--- config.mk ---
export PLATFORM = sky130hd
export DESIGN_NAME = ma_xif_responder
export DESIGN_NICKNAME = d
export VERILOG_FILES = /design/src/rtl/ma_xif_pkg.sv /design/src/rtl/ma_xif_decoder.sv /design/src/rtl/ma_xif_responder.sv
export SDC_FILE = /design/constraint.sdc
export NUM_CORES = 1
export LEC_CHECK = 0
export CORE_MARGIN = 5
export CORE_UTILIZATION = 40
export CTS_BUF_LIST = sky130_fd_sc_hd__clkbuf_16
export DETAILED_ROUTE_END_ITERATION = 6
export DONT_BUFFER_PORTS = 1
export SETUP_SLACK_MARGIN = 0.4
export SLEW_MARGIN = 20
export SYNTH_ARGS = -nofsm -noshare
export SYNTH_HDL_FRONTEND = slang
export SYNTH_SLANG_ARGS = --single-unit
--- constraint.sdc ---
create_clock -name clk_i -period 3.4 [get_ports clk_i]
set_input_delay 0.68 -clock clk_i [delete_from_list [all_inputs] [get_ports clk_i]]
set_output_delay 0.68 -clock clk_i [all_outputs]
set_load 0.005 [all_outputs]
--- src/rtl/ma_xif_pkg.sv ---
// Shared types for the CV-X-IF matrix responder: custom-0 opcode, op/entry/dispatch
// enums and the instruction buffer entry layout.
package ma_xif_pkg;

    localparam logic [6:0]  MA_OPCODE = 7'b0001011;
    localparam int unsigned MA_ID_W   = 3;
    localparam int unsigned MA_XLEN   = 32;

    typedef enum logic [1:0] {LD = 2'd0, ST = 2'd1, MUL = 2'd2, CFG = 2'd3} ma_op_e;

    typedef enum logic [1:0] {PEND = 2'd0, COMMIT = 2'd1, KILL = 2'd2} entry_state_e;

    typedef enum logic [1:0] {IDLE = 2'd0, DISPATCH = 2'd1, WAIT = 2'd2, RESULT = 2'd3} disp_state_e;

    typedef struct packed {
        logic               valid;
        entry_state_e       state;
        logic [MA_ID_W-1:0] id;
        ma_op_e             op;
        logic [4:0]         rd;
        logic               wb;
        logic [MA_XLEN-1:0] rs1;
        logic [MA_XLEN-1:0] rs2;
    } ma_xif_entry_t;

endpackage

--- src/rtl/ma_xif_decoder.sv ---
// Combinational decode of custom-0 matrix instructions: match, op, writeback and
// which source operands the op needs.
module ma_xif_decoder
    import ma_xif_pkg::*;
(
    input  logic [31:0] instr_i,
    output logic        match_o,
    output ma_op_e      op_o,
    output logic        wb_o,
    output logic [1:0]  need_rs_o,
    output logic [4:0]  rd_o
);

    // Register-specifier and funct7 fields are not interpreted by this engine.
    logic unused_bits;
    assign unused_bits = ^instr_i[31:15];

    assign match_o   = (instr_i[6:0] == MA_OPCODE) && !instr_i[14];
    assign op_o      = ma_op_e'(instr_i[13:12]);
    assign wb_o      = (op_o == CFG);
    assign need_rs_o = (op_o == CFG) ? 2'b01 : 2'b11;
    assign rd_o      = instr_i[11:7];

endmodule

--- src/rtl/ma_xif_responder.sv ---
// CV-X-IF coprocessor responder for the matrix engine: decode/accept, buffer until
// commit or kill, in-order single-outstanding dispatch, and CFG writeback.
// Optional performance counters are built when MA_XIF_PERF_CNT_EN is defined.
module ma_xif_responder
    import ma_xif_pkg::*;
#(
    parameter int unsigned Depth   = 4,
    parameter int unsigned IdWidth = MA_ID_W,
    parameter int unsigned XLEN    = MA_XLEN
) (
    input  logic               clk_i,
    input  logic               rst_i,
    input  logic               issue_valid_i,
    output logic               issue_ready_o,
    input  logic [31:0]        issue_instr_i,
    input  logic [IdWidth-1:0] issue_id_i,
    input  logic [XLEN-1:0]    issue_rs1_i,
    input  logic [XLEN-1:0]    issue_rs2_i,
    input  logic [1:0]         issue_rs_valid_i,
    output logic               issue_accept_o,
    output logic               issue_writeback_o,
    output logic [1:0]         issue_register_read_o,
    input  logic               commit_valid_i,
    input  logic [IdWidth-1:0] commit_id_i,
    input  logic               commit_kill_i,
    output logic               result_valid_o,
    input  logic               result_ready_i,
    output logic [IdWidth-1:0] result_id_o,
    output logic [XLEN-1:0]    result_data_o,
    output logic [4:0]         result_rd_o,
    output logic               result_we_o,
    output logic               cmd_valid_o,
    input  logic               cmd_ready_i,
    output logic [1:0]         cmd_op_o,
    output logic [XLEN-1:0]    cmd_rs1_o,
    output logic [XLEN-1:0]    cmd_rs2_o,
    input  logic               done_i,
    input  logic [XLEN-1:0]    done_data_i,
    output logic [15:0]        perf_accepted_o,
    output logic [15:0]        perf_killed_o
);

    localparam int unsigned PtrW = $clog2(Depth);
    localparam int unsigned CntW = PtrW + 1;

    logic        dec_match;
    ma_op_e      dec_op;
    logic        dec_wb;
    logic [1:0]  dec_need;
    logic [4:0]  dec_rd;

    ma_xif_decoder u_dec (
        .instr_i   (issue_instr_i),
        .match_o   (dec_match),
        .op_o      (dec_op),
        .wb_o      (dec_wb),
        .need_rs_o (dec_need),
        .rd_o      (dec_rd)
    );

    ma_xif_entry_t     ent_q [Depth];
    ma_xif_entry_t     head_ent;
    logic [PtrW-1:0]   head_q, tail_q;
    logic [CntW-1:0]   count_q;
    disp_state_e       state_q, state_d;
    logic              full, alloc, pop, load_cmd, latch_res;
    logic              commit_hit;
    logic [PtrW-1:0]   commit_idx;

    ma_op_e            cmd_op_q;
    logic [XLEN-1:0]   cmd_rs1_q, cmd_rs2_q, res_data_q;
    logic [IdWidth-1:0] cmd_id_q;
    logic [4:0]        cmd_rd_q;
    logic              cmd_wb_q;

    // Issue handshake is held off during reset so every output reads 0 then.
    assign full                  = (count_q == CntW'(Depth));
    assign issue_ready_o         = ~full & ~rst_i;
    assign alloc                 = issue_valid_i & dec_match & issue_ready_o
                                 & ((issue_rs_valid_i & dec_need) == dec_need);
    assign issue_accept_o        = alloc;
    assign issue_writeback_o     = alloc & dec_wb;
    assign issue_register_read_o = alloc ? dec_need : 2'b00;
    assign head_ent              = ent_q[head_q];

    // Only live PEND entries are commit targets; an entry allocated this cycle is not yet visible.
    always_comb begin
        commit_hit = 1'b0;
        commit_idx = '0;
        for (int unsigned i = 0; i < Depth; i++) begin
            if (!commit_hit && commit_valid_i && ent_q[i].valid &&
                ent_q[i].state == PEND && ent_q[i].id == commit_id_i) begin
                commit_hit = 1'b1;
                commit_idx = PtrW'(i);
            end
        end
    end

    always_ff @(posedge clk_i) begin
        if (rst_i) begin
            for (int unsigned i = 0; i < Depth; i++) begin
                ent_q[i] <= '0;
            end
            head_q  <= '0;
            tail_q  <= '0;
            count_q <= '0;
        end else begin
            if (commit_hit) begin
                ent_q[commit_idx].state <= commit_kill_i ? KILL : COMMIT;
            end
            if (pop) begin
                ent_q[head_q].valid <= 1'b0;
                head_q              <= head_q + PtrW'(1);
            end
            if (alloc) begin
                ent_q[tail_q] <= '{valid: 1'b1, state: PEND, id: issue_id_i, op: dec_op,
                                   rd: dec_rd, wb: dec_wb, rs1: issue_rs1_i, rs2: issue_rs2_i};
                tail_q        <= tail_q + PtrW'(1);
            end
            case ({alloc, pop})
                2'b10:   count_q <= count_q + CntW'(1);
                2'b01:   count_q <= count_q - CntW'(1);
                default: count_q <= count_q;
            endcase
        end
    end

    always_ff @(posedge clk_i) begin
        if (rst_i) begin
            state_q <= IDLE;
        end else begin
            state_q <= state_d;
        end
    end

    always_comb begin
        state_d        = state_q;
        pop            = 1'b0;
        load_cmd       = 1'b0;
        latch_res      = 1'b0;
        cmd_valid_o    = 1'b0;
        result_valid_o = 1'b0;
        result_we_o    = 1'b0;
        case (state_q)
            IDLE: begin
                if (head_ent.valid && head_ent.state == KILL) begin
                    pop = 1'b1;
                end else if (head_ent.valid && head_ent.state == COMMIT) begin
                    load_cmd = 1'b1;
                    state_d  = DISPATCH;
                end
            end
            DISPATCH: begin
                cmd_valid_o = 1'b1;
                if (cmd_ready_i) begin
                    pop     = 1'b1;
                    state_d = WAIT;
                end
            end
            WAIT: begin
                if (done_i) begin
                    latch_res = cmd_wb_q;
                    state_d   = cmd_wb_q ? RESULT : IDLE;
                end
            end
            RESULT: begin
                result_valid_o = 1'b1;
                result_we_o    = 1'b1;
                if (result_ready_i) begin
                    state_d = IDLE;
                end
            end
            default: state_d = IDLE;
        endcase
    end

    // Command and result registers only load in IDLE/WAIT, so they stay stable while presented.
    always_ff @(posedge clk_i) begin
        if (rst_i) begin
            cmd_op_q   <= LD;
            cmd_rs1_q  <= '0;
            cmd_rs2_q  <= '0;
            cmd_id_q   <= '0;
            cmd_rd_q   <= '0;
            cmd_wb_q   <= 1'b0;
            res_data_q <= '0;
        end else begin
            if (load_cmd) begin
                cmd_op_q  <= head_ent.op;
                cmd_rs1_q <= head_ent.rs1;
                cmd_rs2_q <= head_ent.rs2;
                cmd_id_q  <= head_ent.id;
                cmd_rd_q  <= head_ent.rd;
                cmd_wb_q  <= head_ent.wb;
            end
            if (latch_res) begin
                res_data_q <= done_data_i;
            end
        end
    end

    assign cmd_op_o      = cmd_op_q;
    assign cmd_rs1_o     = cmd_rs1_q;
    assign cmd_rs2_o     = cmd_rs2_q;
    assign result_id_o   = cmd_id_q;
    assign result_rd_o   = cmd_rd_q;
    assign result_data_o = res_data_q;

`ifdef MA_XIF_PERF_CNT_EN
    logic [15:0] perf_acc_q, perf_kill_q;

    always_ff @(posedge clk_i) begin
        if (rst_i) begin
            perf_acc_q  <= '0;
            perf_kill_q <= '0;
        end else begin
            if (alloc && perf_acc_q != 16'hFFFF) begin
                perf_acc_q <= perf_acc_q + 16'd1;
            end
            if (commit_hit && commit_kill_i && perf_kill_q != 16'hFFFF) begin
                perf_kill_q <= perf_kill_q + 16'd1;
            end
        end
    end

    assign perf_accepted_o = perf_acc_q;
    assign perf_killed_o   = perf_kill_q;
`else
    assign perf_accepted_o = 16'd0;
    assign perf_killed_o   = 16'd0;
`endif

endmodule

# Word level (Yosys, flattened, before mapping)
# Memory sizes are Yosys's and may differ from the RTL's. A register that Yosys moved wholly into a read port is not among the register bits.
# Index checks and enable logic that the tools add are counted.
# word_totals
register_bits,116
latchBits,0
mem_bits_rw,312
mem_bits_ro,0
input_bits,144
word_cells,126
mem_count,1
# classes
add_sub_neg,4
mul,0
div,0
magnitude_cmp,0
n_eq_ne,20
shift,0
muxes,50
n_bitwise,8
reduce_logical,32
# mem_list
name,words,word_bits,rd,rd_clocked_by_memory_dff,write_ports,line_no,rtl
ent_q,4,78,5,1,4,ma_xif_responder.sv:61,ma_xif_entry_t ent_q [Depth];
# op_table
op,count
$mux 78,3
$reduce_or 78->1,3
$mux 2,18
$mux 1,26
$logic_and 1x1->1,18
$eq 3x3->1,4
$eq 2x2->1 const B,5
$logic_not 2->1,5
$ne 2x2->1 const B,5
$pmux 2 s4,1
$eq 7x4->1 const B,1
$eq 2x1->1 const B,3
$pmux 3 s2,1
$and 1x1->1,5
$reduce_and 5->1,1
$add 2x1->2 const B,2
$logic_not 1->1,4
$add 3x1->3 const B,1
$eq 3x3->1 const B,1
$sub 3x1->3 const B,1
$and 2x2->2,1
$eq 2x2->1,1
$not 1->1,2
$pmux 1 s2,1
$reduce_bool 2->1,1

# Longest topological paths before layout
# Gate-level depths: netlist of run 1.
# An unclocked memory read counts as a cell.
# depth
ltp_word,28
mapped_depth,13
ltp_nobuf,10

# Hierarchy
# A second synthesis of run 1 with hierarchy kept.
# hier_totals
hier_cells,1392
area_unflattened_um2,18184.9
# by_module_without_submodules
mod,instances,cells_each,area_per_inst_um2,seq_area_each_um2
ma_xif_responder,1,1378,18087.3,11611.1
ma_xif_decoder,1,14,97.6,0.0

# Worst setup path before layout of run 1
# OpenSTA, ideal clock, no wires.
# synth_path
path_type,in2reg
startpoint,input port issue_instr_i[5]
endpoint,memory ent_q[0][0] (netlist bit) (enable)
setup_time_ns,0.401
arrival_ns,2.802
slack_ns,0.197
path_stages,7
path_buffers,2
path_cell_list,nor4_1 > and3_1 > and3_1 > clkbuf_1 > clkbuf_1 > and2_1 > or2_2
# synth_rtl
item,line_no,rtl
from (decl),ma_xif_responder.sv:15,"input logic [31:0] issue_instr_i,"
to (decl),ma_xif_responder.sv:61,

# Final worst setup path of run 1
# layout_path
startpoint,register count_q[0]
endpoint,output port issue_accept_o
# layout_via
elab_chain_len,5
# layout_rtl
item,line_no,rtl
from (decl),ma_xif_responder.sv:64,logic [CntW-1:0] count_q;
from (signal assigned),ma_xif_responder.sv:121,2'b10: count_q <= count_q + CntW'(1);
from (signal assigned),ma_xif_responder.sv:122,2'b01: count_q <= count_q - CntW'(1);
from (signal assigned),ma_xif_responder.sv:123,default: count_q <= count_q;
$eq 3x3->1,ma_xif_responder.sv:77,assign full = (count_q == CntW'(Depth));
$not 1->1,ma_xif_responder.sv:78,assign issue_ready_o = ~full & ~rst_i;
$and 1x1->1,ma_xif_responder.sv:78,
via issue_ready_o,ma_xif_responder.sv:14,"output logic issue_ready_o,"
$and 1x1->1,ma_xif_responder.sv:79,assign alloc = issue_valid_i & dec_match & issue_ready_o
$and 1x1->1,ma_xif_responder.sv:80,& ((issue_rs_valid_i & dec_need) == dec_need);
to (decl),ma_xif_responder.sv:20,"output logic issue_accept_o,"
# The timed path passes the listed nets, and every way through them passes these cells.

==> results_dict.tcl, run 1 <==
set metrics [dict create \
    p_leak_nw 7.71 \
    placedInstanceArea_um2 18600 \
    rsz0062_at_grt "no" \
    r2r_cells 9 \
    synth_fa_ha_area_share_pct 0.730 \
    finalHoldViolations 0 \
    syn_area_um2 18200 \
    postLayoutCellArea_um2 20300 \
    cp.depth 4 \
    hold_class "input pin to register" \
    path_class "register to output port" \
    die-area_um2 49800 \
    synth_top_area_share_pct 49.6 \
    num_rows 78 \
    drt-initial-drc-count 881 \
    synth_cell_types 39 \
    first_global_vias 11100 \
    final_nets 1511 \
    synth_xor_area_share_pct 0.771 \
    worstPathCellList "inv_1 > a31oi_1 > and3_4 > buf_16" \
    path_clk_slew_ns 0.06 \
    cts_hold_buf 0 \
    htree_levels 2 \
    critPathTopFamily "buffers and inverters" \
    synth_top_family_by_area "simple AND/OR/NAND/NOR gates" \
    core-area_um2 45200 \
    period_share_pct 81.2 \
    cp.arrival_ns 2.08 \
    clk_latency_ns 0.57 \
    grt_antenna_before_repair 1 \
    die_y_um 223 \
    grt_max_degree 195 \
    hpwlAfterDp_um 25300 \
    cp_data_required_time_ns 2.72 \
    grt_usage_pct 18.0 \
    dp_cells 1905 \
    ant_nets 0 \
    mostFrequentLayoutCells "edfxtp_1, and3_1, nand2_1" \
    yosysSeqAreaShare_pct 63.9 \
    tns_ns 0 \
    syn_avg_cell_area_um2 13.0 \
    fin_worst_skew_ns 0.0157 \
    crit_slowest_cell "and3_4" \
    ir_drop_mv 0.350 \
    grt_overflow 0 \
    slew_headroom_pct 33.3 \
    first_pass_iters 5 \
    gp_congestion 0.830 \
    start_kind "register" \
    vias 10800 \
    start_util_pct 40.2 \
    synth-simple-area-share_pct 16.7 \
    cts_root_buffer "clkbuf_16" \
    tightest_slew_ns 1.00 \
    yosysWarnings 0 \
    area_growth_pct 11.8 \
    max_freq_mhz 362 \
    layout-drive-gt1-share_pct 14.5 \
    max_cap_violations 0 \
    wl_um 46600 \
    grt_pass1_wl_um 69100 \
    ioPinCount 290 \
    min_path_cells 1 \
    synth_cells 1399 \
    final_common_cell "edfxtp_1" \
    p_per_area_nw_per_um2 553 \
    fin_crit_ns 2.76 \
    viasPerCell 5.43 \
    finalMaxSlewViolations 0 \
    wl_per_cell_um 23.3 \
    die_w_um 223 \
    yosys.area.top_type "edfxtp_1" \
    cpPeakStageDelay_ns 0.37 \
    ys_top_cells_by_area "edfxtp_1, dfxtp_1, mux4_2" \
    critPathBufInv 2 \
    synth-seq-cells 430 \
    finalSetupViolations 0 \
    port_buffers 0 \
    cts_tree "built" \
    crit_path_end_kind "output port" \
    drc 0 \
    status "finished clean" \
    critPathMaxFanout 97 \
    clock_path_buffers 3 \
    muxShareOfSynthArea_pct 9.83 \
    synth_compound_area_share_pct 3.80 \
    stdcell_count 1998 \
    numCtsBuffers 48 \
    clock_sinks 430 \
    postLayoutCoreUtil_pct 45.0 \
]
[what timing repair did]
action	in CTS	in global routing
resized for setup	0	1
setup endpoints to repair	0	3
buffers inserted	0	1
[worst reg2reg max path: cells and delay by family (launching register included)]
kind	cells	cell delay (ns)
adders and majority gates	2	0.59
AOI/OAI and AO/OA	2	0.35
DFF	1	0.38
muxes	1	0.51
xor gates and xnor gates	1	0.15
buffers and inverters	1	0.06
and+or+nand+nor	2	0.49
[final timing paths]
check / startpoint / endpoint / slack, ns
worst max register to register: register / count_q[2]$_SDFFE_PP0P_ / 0.79
worst max-delay path: count_q[0]$_SDFFE_PP0P_ / issue_accept_o / 0.64
worst min register to register: cmd_rs1_o[23]$_SDFFE_PP0P_ / cmd_rs1_o[23]$_SDFFE_PP0P_ / 0.47
worst min-delay path: rst_i / cmd_rs1_o[19]$_SDFFE_PP0P_ / 0.18
[sequential cells by signal, summed over array words and instances (netlist names), 2 cells and up, named ones only]
register and count:
result_rd_o 5, state_q 2, cmd_rs1_o 32, result_data_o 32, cmd_op_o 2, head_q 2, cmd_rs2_o 32, result_id_o 3
count_q 3, tail_q 2, ent_q 312
[cell usage after synthesis]
cell type  count
ha_1           9
dfxtp_1      130
inv_1         10
buf_6          5
xor2_1        11
and2_1        82
buf_4         34
a31o_2         4
nor4bb_1       1
nand4bb_1      3
a31oi_1        1
clkbuf_1      94
a21oi_1      121
and4_1         1
xnor2_1        5
or2_2          4
a22oi_1        1
nor3_2         1
nand2_1      219
fa_1           1
nor2_1        11
nand3b_1       1
nor2b_1        2
mux4_2        78
mux2i_1        3
o31ai_4        1
nand4_1        1
nor4_1         5
conb_1         1
o21ai_0        1
or3_1          2
nand4b_1       2
o21ba_2        1
nand2b_1       3
nor3_1         7
buf_2         16
edfxtp_1     300
and4b_1        1
and3_1       226
[final cells by class]
type,instances,area (µm²)
Inverter,10,37.5
Timing Repair Buffer,26,320
Antenna cell,1,2.50
Clock buffer,54,1350
Tap cell,600,751
Fill cell,4105,24900
Multi-Input combinational cell,841,5950
Clock inverter,36,297
Sequential cell,430,11600
[per-layer routing]
| metal | up-vias | track usage (%) | routed length, µm |
|---|---|---|---|
| li1 | 4937 | - | - |
| met1 | 5510 | 23.6 | 20000 |
| met2 | 327 | 28.7 | 21500 |
| met3 | 70 | 6.26 | 4070 |
| met4 | 2 | 4.60 | 1000 |
| met5 | - | 0 | 13 |
[kinds of logic (layout without fill, tap and decap cells)]
logic type,after synthesis,in the layout
other cells,1,33
mux,81,81
simple gates,572,572
compound gates,130,130
xor+xnor,16,16
buf+inv,159,126
fa+ha+maj,10,10
flops,430,430
[power breakdown]
part / internal (mW) / switching [mW]
Combinational: 0.0708 / 0.122
Sequential: 5.70 / 0.0316
Clock: 3.17 / 2.14
Total: 8.94 / 2.29
[stage by stage]
stage	power, mW	setup WS (ns)	hold slack, ns
floorplan	6.01	0.469	0.453
global placement	6.04	0.501	0.459
detailed placement	6.05	0.522	0.466
CTS	11.4	0.441	0.151
global route	11.6	0.486	0.142
finish	11.2	0.638	0.181
Note: power is estimated with default switching activity, not from simulation.
==> inputs of run 2 (changes only) <==
==> constraint.sdc (replaced) <==
create_clock -name clk_i -period 2.81 [get_ports clk_i]
set_input_delay 0.562 -clock clk_i [delete_from_list [all_inputs] [get_ports clk_i]]
set_output_delay 0.562 -clock clk_i [all_outputs]
set_load 0.005 [all_outputs]
==> run 2 against run 1 <==
  * Design area grew 0.15%
  * Worst setup slack got worse by 0.33 ns
  * Non-clock buffer count grew 10
  * Die area unchanged
  * Hold slack got worse by 0.13 ns
  * Count of clock-buffer cells in the layout fell by 5
  * Clock power up 11%
==> results_dict.tcl, run 2 (synthesis gave the netlist of run 1 again) <==
set metrics [dict create \
    drc 0 \
    first_global_vias 11200 \
    ioPinCount 290 \
    r2r_cells 9 \
    placedInstanceArea_um2 18700 \
    postLayoutCellArea_um2 20400 \
    clk_latency_ns 0.57 \
    hpwlAfterDp_um 25700 \
    finalMaxSlewViolations 0 \
    final_common_cell "edfxtp_1" \
    start_kind "register" \
    cp_data_required_time_ns 3.32 \
    status "finished clean" \
    grt_overflow 0 \
    clock_path_buffers 3 \
    drt-initial-drc-count 780 \
    p_leak_nw 7.73 \
    slew_headroom_pct 36.0 \
    ir_drop_mv 0.430 \
    first_pass_iters 4 \
    p_per_area_nw_per_um2 644 \
    start_util_pct 40.2 \
    hold_slack_ns 0.0537 \
    gp_congestion 0.807 \
    hold_class "input pin to register" \
    grt_antenna_before_repair 1 \
    die_y_um 223 \
    wl_um 47000 \
    fillCellCount 4039 \
    path_class "register to register" \
    fin_worst_skew_ns 0.0166 \
    htree_levels 2 \
    final_nets 1521 \
    r2r_slack_ns 0.30 \
    min_path_cells 1 \
    worst_hold_startpoint "rst_i" \
    cts_tree "built" \
    viasPerCell 5.45 \
    cp.arrival_ns 3.02 \
    largest_register_ffs 312 \
    postLayoutCoreUtil_pct 45.0 \
    tns_ns 0 \
    die-area_um2 49800 \
    fin_crit_ns 2.51 \
    layout-drive-gt1-share_pct 15.3 \
    mostFrequentLayoutCells "edfxtp_1, and3_1, nand2_1" \
    die_w_um 223 \
    clock_sinks 430 \
    cts_root_buffer "clkbuf_16" \
    grt_pass1_wl_um 70300 \
    path_clk_slew_ns 0.06 \
    area_growth_pct 12.0 \
    vias 11000 \
    p_total_mw 13.1 \
    num_rows 78 \
    critPathMaxFanout 4 \
    wl_per_cell_um 23.4 \
    core-area_um2 45200 \
    max_cap_violations 0 \
    port_buffers 0 \
    rsz0062_at_grt "yes" \
    grt_max_degree 130 \
    finalHoldViolations 0 \
    grt_usage_pct 18.2 \
    period_share_pct 89.2 \
    max_freq_mhz 399 \
    finalSetupViolations 0 \
    top_register "ent_q" \
    whs_endpoint "cmd_op_o[1]$_SDFFE_PP0P_" \
    tightest_slew_ns 0.960 \
    ant_nets 0 \
    regToRegEndpoint "count_q[2]$_SDFFE_PP0P_" \
    crit_path_end_kind "register" \
    numCtsBuffers 47 \
]
## run 2: changes by cell type in the layout (fill, tap and decap cells not counted), sizes merged
cell,delta
buf,+9
clkbuf,-6
diode,+4
inv,+3
bufbuf,+2
bufinv,-1
or3,+1
## run 2: timing repair
item | CTS | global route
cloned | 2 | 1
gates resized for setup | 10 | 2
buffers inserted | 5 | 1
pin swaps | 3 | 4
endpoints found under the setup margin | 49 | 80
hold buffers | 0 | 0
## run 2: stage by stage
stage                     worst slack [ns]  cells
final                                0.303   2010
after floorplan                      0.220   1430
after global routing                 0.197   2009
after global placement               0.241   1909
after detailed placement             0.234   1909
after CTS                            0.237   2003
## run 2: worst max path at each step
stage / startpoint / endpoint / slack, ns / cells after the start
floorplan: register / count_q[2]$_SDFFE_PP0P_ / 0.22 / 10
global placement: register / count_q[2]$_SDFFE_PP0P_ / 0.24 / 9
detailed placement: register / count_q[2]$_SDFFE_PP0P_ / 0.23 / 9
CTS: register / count_q[2]$_SDFFE_PP0P_ / 0.24 / 9
global route: register / count_q[2]$_SDFFE_PP0P_ / 0.20 / 9
finish: register / count_q[2]$_SDFFE_PP0P_ / 0.30 / 9
## run 2: area by class of cell
cell class	count	area [µm²]	share of cell area, %
inverter	10	37.5	0.184
sequential	430	11600	57.1
timing repair buffer	36	444	2.18
tap	600	751	3.69
multi-input combinational	842	6010	29.5
clock buffer	49	1230	6.02
clock inverter	38	258	1.27
antenna	5	12.5	0.0615
## run 2: power breakdown
part | switching [mW] | internal, mW
logic | 0.149 | 0.0894
clock network | 2.49 | 3.43
registers | 0.0381 | 6.90
## run 2: layer usage
metal / routed length, µm / track usage, % / vias up / part of all wire (%)
met1: 19800 / 24.3 / 5564 / 42
met3: 4340 / 5.66 / 57 / 9.2
met5: 0 / 1.17 / - / 0
met2: 21800 / 28.9 / 362 / 46
met4: 1010 / 5.24 / 0 / 2.2
li1: - / - / 4978 / -
## run 2: worst max-delay path, cell delays in order (launching register included)
cell      delay (ns)
dfxtp_4         0.37
mux4_2          0.51
nand2b_4        0.16
o31ai_4         0.23
ha_2            0.24
inv_2           0.04
fa_2            0.33
xor2_1          0.15
or3_1           0.30
a21oi_1         0.12
